## src/rtl/morse_decoder_if.sv

```systemverilog
// Signal bundle between a Morse line source and the decoder.
// The master drives the serial line; the slave (decoder) drives the results.
interface morse_decoder_if;
  logic        DotDashIn;
  logic [2:0]  Letter;
  logic        Valid;
  logic        Error;
  logic        Busy;
  logic [11:0] Pattern;

  modport master (
    output DotDashIn,
    input  Letter,
    input  Valid,
    input  Error,
    input  Busy,
    input  Pattern
  );

  modport slave (
    input  DotDashIn,
    output Letter,
    output Valid,
    output Error,
    output Busy,
    output Pattern
  );
endinterface

```

## src/rtl/morse_decoder.sv

```systemverilog
// Self-timed Morse receiver: aligns to the first rising edge of a frame,
// samples twelve units at mid-unit, and decodes the frame to a letter A..H.
module morse_decoder #(
  parameter int CLOCK_FREQUENCY = 500,
  parameter int BIT_CYCLES      = CLOCK_FREQUENCY / 2,
  parameter int HALF_CYCLES     = BIT_CYCLES / 2
) (
  input  logic           i_ClockIn,
  input  logic           i_Reset,
  morse_decoder_if.slave bus
);

  localparam int CW          = $clog2(BIT_CYCLES) + 1;
  localparam int FRAME_BITS  = 12;
  localparam int NUM_LETTERS = 8;

  localparam logic [CW-1:0] BIT_RELOAD  = CW'(BIT_CYCLES - 1);
  localparam logic [CW-1:0] HALF_RELOAD = CW'(HALF_CYCLES - 1);
  localparam logic [3:0]    LAST_BIT    = 4'd11;

  // Code table, letter A in the lowest slice: dot=1, dash=111, gap=0.
  localparam logic [NUM_LETTERS*FRAME_BITS-1:0] CODE_TABLE = {
    12'b101010100000,   // H
    12'b111011101000,   // G
    12'b101011101000,   // F
    12'b100000000000,   // E
    12'b111010100000,   // D
    12'b111010111010,   // C
    12'b111010101000,   // B
    12'b101110000000    // A
  };

  typedef enum logic [1:0] {
    IDLE   = 2'd0,
    ALIGN  = 2'd1,
    SAMPLE = 2'd2,
    DECODE = 2'd3
  } state_t;

  state_t                r_state;
  logic                  r_sync1;
  logic                  r_sync2;
  logic                  r_prev;
  logic [CW-1:0]         r_cnt;
  logic [3:0]            r_bit_cnt;
  logic [FRAME_BITS-1:0] r_shift;
  logic [FRAME_BITS-1:0] r_pattern;
  logic [2:0]            r_letter;
  logic                  r_valid;
  logic                  r_error;
  logic                  r_busy;

  logic                   w_rise;
  logic [NUM_LETTERS-1:0] w_hit;
  logic                   w_match;
  logic [2:0]             w_code;

  // Two-flop synchronizer for the asynchronous line, plus edge-detect history.
  always_ff @(posedge i_ClockIn or negedge i_Reset) begin
    if (!i_Reset) begin
      r_sync1 <= 1'b0;
      r_sync2 <= 1'b0;
      r_prev  <= 1'b0;
    end else begin
      r_sync1 <= bus.DotDashIn;
      r_sync2 <= r_sync1;
      r_prev  <= r_sync2;
    end
  end

  assign w_rise = r_sync2 & ~r_prev;

  // One comparator per table entry against the captured frame.
  genvar gi;
  generate
    for (gi = 0; gi < NUM_LETTERS; gi++) begin : g_match
      assign w_hit[gi] = (r_shift == CODE_TABLE[gi*FRAME_BITS +: FRAME_BITS]);
    end
  endgenerate

  // Encode the (at most one) matching entry into its letter code.
  always_comb begin
    w_match = |w_hit;
    w_code  = 3'd0;
    for (int i = 0; i < NUM_LETTERS; i++) begin
      if (w_hit[i]) begin
        w_code = 3'(i);
      end
    end
  end

  // Frame capture FSM with registered outputs; Valid/Error default low so
  // each can only pulse for the single cycle after DECODE.
  always_ff @(posedge i_ClockIn or negedge i_Reset) begin
    if (!i_Reset) begin
      r_state   <= IDLE;
      r_cnt     <= '0;
      r_bit_cnt <= 4'd0;
      r_shift   <= '0;
      r_pattern <= '0;
      r_letter  <= 3'd0;
      r_valid   <= 1'b0;
      r_error   <= 1'b0;
      r_busy    <= 1'b0;
    end else begin
      r_valid <= 1'b0;
      r_error <= 1'b0;
      case (r_state)
        IDLE: begin
          r_busy <= 1'b0;
          if (w_rise) begin
            r_cnt   <= HALF_RELOAD;
            r_state <= ALIGN;
            r_busy  <= 1'b1;
          end
        end

        ALIGN: begin
          if (r_cnt != '0) begin
            r_cnt <= r_cnt - 1'b1;
          end else if (!r_sync2) begin
            // Line dropped before mid-unit: a glitch, not a frame.
            r_state <= IDLE;
            r_busy  <= 1'b0;
          end else begin
            // First unit enters at the LSB and reaches bit 11 after the
            // remaining eleven left shifts.
            r_shift   <= {{(FRAME_BITS-1){1'b0}}, 1'b1};
            r_bit_cnt <= 4'd1;
            r_cnt     <= BIT_RELOAD;
            r_state   <= SAMPLE;
          end
        end

        SAMPLE: begin
          if (r_cnt != '0) begin
            r_cnt <= r_cnt - 1'b1;
          end else begin
            r_shift   <= {r_shift[FRAME_BITS-2:0], r_sync2};
            r_bit_cnt <= r_bit_cnt + 4'd1;
            r_cnt     <= BIT_RELOAD;
            if (r_bit_cnt == LAST_BIT) begin
              r_state <= DECODE;
            end
          end
        end

        DECODE: begin
          r_pattern <= r_shift;
          if (w_match) begin
            r_letter <= w_code;
            r_valid  <= 1'b1;
          end else begin
            r_error  <= 1'b1;
          end
          r_state <= IDLE;
          r_busy  <= 1'b0;
        end

        default: begin
          r_state <= IDLE;
          r_busy  <= 1'b0;
        end
      endcase
    end
  end

  assign bus.Letter  = r_letter;
  assign bus.Valid   = r_valid;
  assign bus.Error   = r_error;
  assign bus.Busy    = r_busy;
  assign bus.Pattern = r_pattern;

endmodule

```

## src/flat_wrapper.sv

```systemverilog
// flat-port wrapper written by rule: the top's interface ports become plain ports
module morse_decoder_flat 
#(
  parameter int CLOCK_FREQUENCY = 500,
  parameter int BIT_CYCLES      = CLOCK_FREQUENCY / 2,
  parameter int HALF_CYCLES     = BIT_CYCLES / 2
)
  (i_ClockIn, i_Reset, bus_DotDashIn, bus_Letter, bus_Valid, bus_Error, bus_Busy, bus_Pattern);
  morse_decoder_if bus_i ();
  input  logic i_ClockIn;
  input  logic i_Reset;
  input wire logic [$bits(bus_i.DotDashIn)-1:0] bus_DotDashIn;
  output wire logic [$bits(bus_i.Letter)-1:0] bus_Letter;
  output wire logic [$bits(bus_i.Valid)-1:0] bus_Valid;
  output wire logic [$bits(bus_i.Error)-1:0] bus_Error;
  output wire logic [$bits(bus_i.Busy)-1:0] bus_Busy;
  output wire logic [$bits(bus_i.Pattern)-1:0] bus_Pattern;
  assign bus_i.DotDashIn = bus_DotDashIn;
  assign bus_Letter = bus_i.Letter;
  assign bus_Valid = bus_i.Valid;
  assign bus_Error = bus_i.Error;
  assign bus_Busy = bus_i.Busy;
  assign bus_Pattern = bus_i.Pattern;
  morse_decoder #(.CLOCK_FREQUENCY(CLOCK_FREQUENCY), .BIT_CYCLES(BIT_CYCLES), .HALF_CYCLES(HALF_CYCLES)) u_core (.i_ClockIn(i_ClockIn), .i_Reset(i_Reset), .bus(bus_i));
endmodule
```

## config.mk

```make
export PLATFORM = sky130hd
export DESIGN_NAME = morse_decoder_flat
export DESIGN_NICKNAME = d
export VERILOG_FILES = /design/src/rtl/morse_decoder_if.sv /design/src/rtl/morse_decoder.sv /design/src/flat_wrapper.sv
export SDC_FILE = /design/constraint.sdc
export NUM_CORES = 1
export LEC_CHECK = 0
export ABC_AREA = 1
export CORE_MARGIN = 2
export CORE_UTILIZATION = 35
export CTS_CLUSTER_SIZE = 25
export DETAILED_ROUTE_END_ITERATION = 8
export DONT_BUFFER_PORTS = 1
export SYNTH_ARGS = -nofsm -noshare
export SYNTH_HDL_FRONTEND = slang
export SYNTH_SLANG_ARGS = --single-unit
```

## constraint.sdc

```tcl
create_clock -name i_ClockIn -period 1.6 [get_ports i_ClockIn]
set_input_delay 0.32 -clock i_ClockIn [delete_from_list [all_inputs] [get_ports i_ClockIn]]
set_output_delay 0.32 -clock i_ClockIn [all_outputs]
set_load 0.01 [all_outputs]
```

==> flow_metrics.py <==
metrics = {
    "status": {
        "status": "complete, but fails checks",
        "violations": "setup timing",
    },
    "setup_path": {
        "crit_fanout": 7,
        "reg2reg_depth": 11,
        "worstPathArrival_ns": 1.84,
        "cp_num_cells": 11,
        "worst_path_largest_cell_delay_ns": 0.38,
        "crit_buf_inv": 3,
        "path_cells": "inv_2, ha_4, nand2_4, nor3_4, nand2_2, nand2_2, nand3b_4, buf_12, buf_12, nand2_4, o21ai_4",
        "cp_slowest_cell": "dfrtp_1",
        "critPathTopFamily": "simple AND/OR/NAND/NOR gates",
        "cp-start-kind": "flip-flop",
        "end_kind": "flip-flop",
        "cp_data_required_time_ns": 1.80,
        "path_class": "flip-flop to flip-flop",
    },
    "die": {
        "fp.dieH_um": 88.3,
        "die-area_mm2": 0.00780,
        "start_util": 0.364,
        "die_x_um": 88.3,
        "rows": 30,
        "core_area_mm2": 0.00683,
        "io_pins": 21,
    },
    "power": {
        "ir_worst_vdd_mv": 0.590,
        "intPower_mw": 3.09,
        "clockPowerShare": 0.175,
        "combinationalPowerShare": 0.514,
        "p_sw_frac": 0.375,
        "sequentialPowerShare": 0.312,
        "switchingPower_mw": 1.86,
        "p_leak_nw": 1.47,
        "power_density_mw_per_mm2": 1550,
    },
    "sta": {
        "layout_min_cycle_time_ns": 1.64,
        "fin_skew_ns": 0.00556,
        "finalCritPeriodShare": 1.02,
        "fin_ws_ns": -0.0395,
        "fmax_mhz": 610,
        "worst_slew_pin_slew_ns": 0.252,
        "rsz0062_at_grt": "yes",
        "maxSlewHeadroom": 0.832,
        "finalSetupViolations": 14,
        "hold_viol": 0,
        "tns_ns": -0.286,
        "drv_slew": 0,
    },
    "global_routing": {
        "grt_max_degree": 49,
        "antenna_found_initial": 0,
        "grt_first_pass_wirelength_um": 8620,
        "grt_pass1_vias": 1924,
        "gr-usage-met1": 0.186,
        "grt_busiest_layer": "met2",
        "overflow": 0,
        "grtUsageMet3": 0.0299,
        "track_usage": 0.140,
        "met2_usage": 0.225,
    },
    "synth": {
        "yosysWarnings": 0,
        "synth-simple-area-share": 0.294,
        "avgSynthCellArea_um2": 8.19,
        "yosys.area.top_type": "dfrtp_1",
        "ys_types": 26,
        "synth_top_family_by_area": "simple AND/OR/NAND/NOR gates",
        "synth_compound_area_frac": 0.0975,
        "synthTopCellsByArea": "dfrtp_1 48%, nand2_1 13%, nand3_1 5.0%",
        "synth-seq-cells": 48,
        "syn-cell-area_mm2": 0.00249,
        "synthAdderAreaFrac": 0.0402,
        "mappedNetlistNets": 315,
        "synth_xor_area_frac": 0.0141,
        "synthCells": 304,
        "synthMuxAreaShare": 0,
        "synth-seq-area-share": 0.483,
        "yosysTopAreaCellShare": 0.483,
    },
    "final_layout": {
        "final_layout_size_suffix_gt1_frac": 0.322,
        "diodes": 0,
        "area_delta_synth_final_pct": 28.3,
        "num-fill-cells": 641,
        "layout.nets": 348,
        "finish.utilization": 0.467,
        "multi_input_area_mm2": 0.00129,
        "seq_area_mm2": 0.00120,
    },
    "clocking": {
        "cts_max_path_buffers": 2,
        "cts_made_buffers": 5,
        "cts_tree": "yes",
        "cts.sinks": 48,
        "root_buffer": "clkbuf_8",
        "clkLatencyLatePin_ns": 0.30,
        "clk_pin_slew_ns": 0.09,
        "cts.htree.levels": 2,
    },
    "run": {
        "cap_violations": 0,
    },
    "detailed_routing": {
        "wl_per_cell_um": 12.2,
        "drtIter0Drc": 91,
        "vias": 2030,
        "drc": 0,
        "dr.pass1.iters": 4,
        "wl_um": 5310,
        "ant_nets": 0,
        "drt-vias-per-instance": 4.68,
    },
    "min_path": {
        "hp-class": "primary input to flip-flop",
        "whs_path_depth": 0,
    },
    "placed_design": {
        "gp_congestion": 0.803,
        "port_buffers": 0,
        "hpwl_um": 3640,
    },
}
-- worst register-to-register path, cell delays in order, from the launching register on --
cell	delay [ns]
dfrtp_1	0.38
inv_2	0.08
ha_4	0.16
nand2_4	0.05
nor3_4	0.19
nand2_2	0.08
nand2_2	0.10
nand3b_4	0.10
buf_12	0.15
buf_12	0.14
nand2_4	0.06
o21ai_4	0.05
-- area by class of cell --
cell class,instances,area share
clock buffer,6,0.0227
clock inverter,2,0.0110
inverter,30,0.0353
multi-input combinational,217,0.405
sequential,48,0.377
tap,96,0.0376
timing repair buffer,35,0.111
-- layer usage --
layer,vias to the layer above,routed length [um]
met5,-,0
met4,0,120
met3,9,195
met2,39,2420
met1,943,2570
li1,1039,-
-- layout by cell type, fill, tap and decap left out, types with 2 or more instances in the layout --
cell and instances:
a21oi_1 2, buf_12 3, buf_4 25, buf_6 4
clkbuf_8 5, dfrtp_1 45, dfrtp_2 3, ha_1 6
inv_1 22, inv_2 8, nand2_1 70, nand2_2 13
nand2_4 9, nand3_1 24, nand3b_1 3, nand4_1 4
nor2_1 19, nor2_2 6, nor2_4 4, nor3_1 5
o21ai_0 17, o21ai_1 5, o21ai_2 16, or2_2 2
xor2_1 3
-- registers in the layout, indices dropped and copies added (netlist names), named ones only --
register,cells
u_core.bus.Letter,3
u_core.r_state,1
u_core.r_shift,12
u_core.r_bit_cnt,4
u_core.r_sync1,1
u_core.r_sync2,1
u_core.bus.Error,1
u_core.bus.Valid,1
u_core.bus.Busy,1
u_core.r_prev,1
u_core.bus.Pattern,12
u_core.r_cnt,9
-- power groups by stage --
stage	combinational [mW]	clock, mW	sequential, mW
3_3_place_gp	1.74	0	1.55
4_1_cts	1.81	0.894	1.53
2_1_floorplan	1.16	0	1.53
3_5_place_dp	1.76	0	1.56
5_1_grt	2.79	0.947	1.57
6_report	2.54	0.863	1.54
-- Yosys cell counts --
library cell   n
o21ai_1       10
o21ai_0       19
nor2_1        24
buf_6          4
and2_1         1
nor3_1         6
inv_2          3
nand3b_1       3
nand3b_4       1
xor2_1         3
nor2_2         4
nand4_1        4
or2_2          2
nand3_1       25
nand2_1       87
ha_1           8
dfrtp_1       48
inv_1         27
xnor2_1        1
or2_0          1
clkbuf_1       4
nand2_2        5
o21ai_2       10
buf_2          1
a21oi_1        2
nor2_4         1
-- through the flow --
step	hold slack [ns]	total power, mW	area [um^2]	std cells	setup slack, ns
after CTS	0.0312	4.24	2890	425	0.0117
final	0.0446	4.95	3190	434	-0.0395
after detailed placement	0.0259	3.32	2740	415	-0.0316
after floorplan	0.0244	2.70	2490	304	0.0633
after global routing	0.0231	5.30	3190	434	-0.127
after global placement	0.0259	3.29	2740	415	-0.00995
-- cells by family (layout without fill, tap and decap cells) --
logic type,after synthesis,in the layout
AND/OR/NAND/NOR,164,164
AO/OA/AOI/OAI,41,41
adder cells (fa/ha/maj),8,8
flip-flops,48,48
XOR/XNOR,4,4
buffers and inverters,39,73
-- repair_timing --
action,4_1_cts,5_1_grt
resized for setup,2,67
setup buffers,0,8
endpoints found under the setup margin,16,31
cloned,0,1
pin swaps,0,11
endpoints found under the hold margin,48,0
hold buffers,2,0
-- path summary, 6_finish.rpt --
kind,to,slack (ns),from
hold reg to reg,u_core.r_sync2,0.36,u_core.r_sync1
setup / recovery,u_core.r_shift[10],-0.04,u_core.r_cnt[1]
setup reg to reg,u_core.r_shift[10],-0.04,u_core.r_cnt[1]
hold / removal,u_core.r_sync1,0.04,bus_DotDashIn
min in group asynchronous,async pin,0.51,i_Reset
max in group asynchronous,u_core.r_shift[7],0.85,i_Reset
No activity file was read; power rests on OpenSTA's default activity.
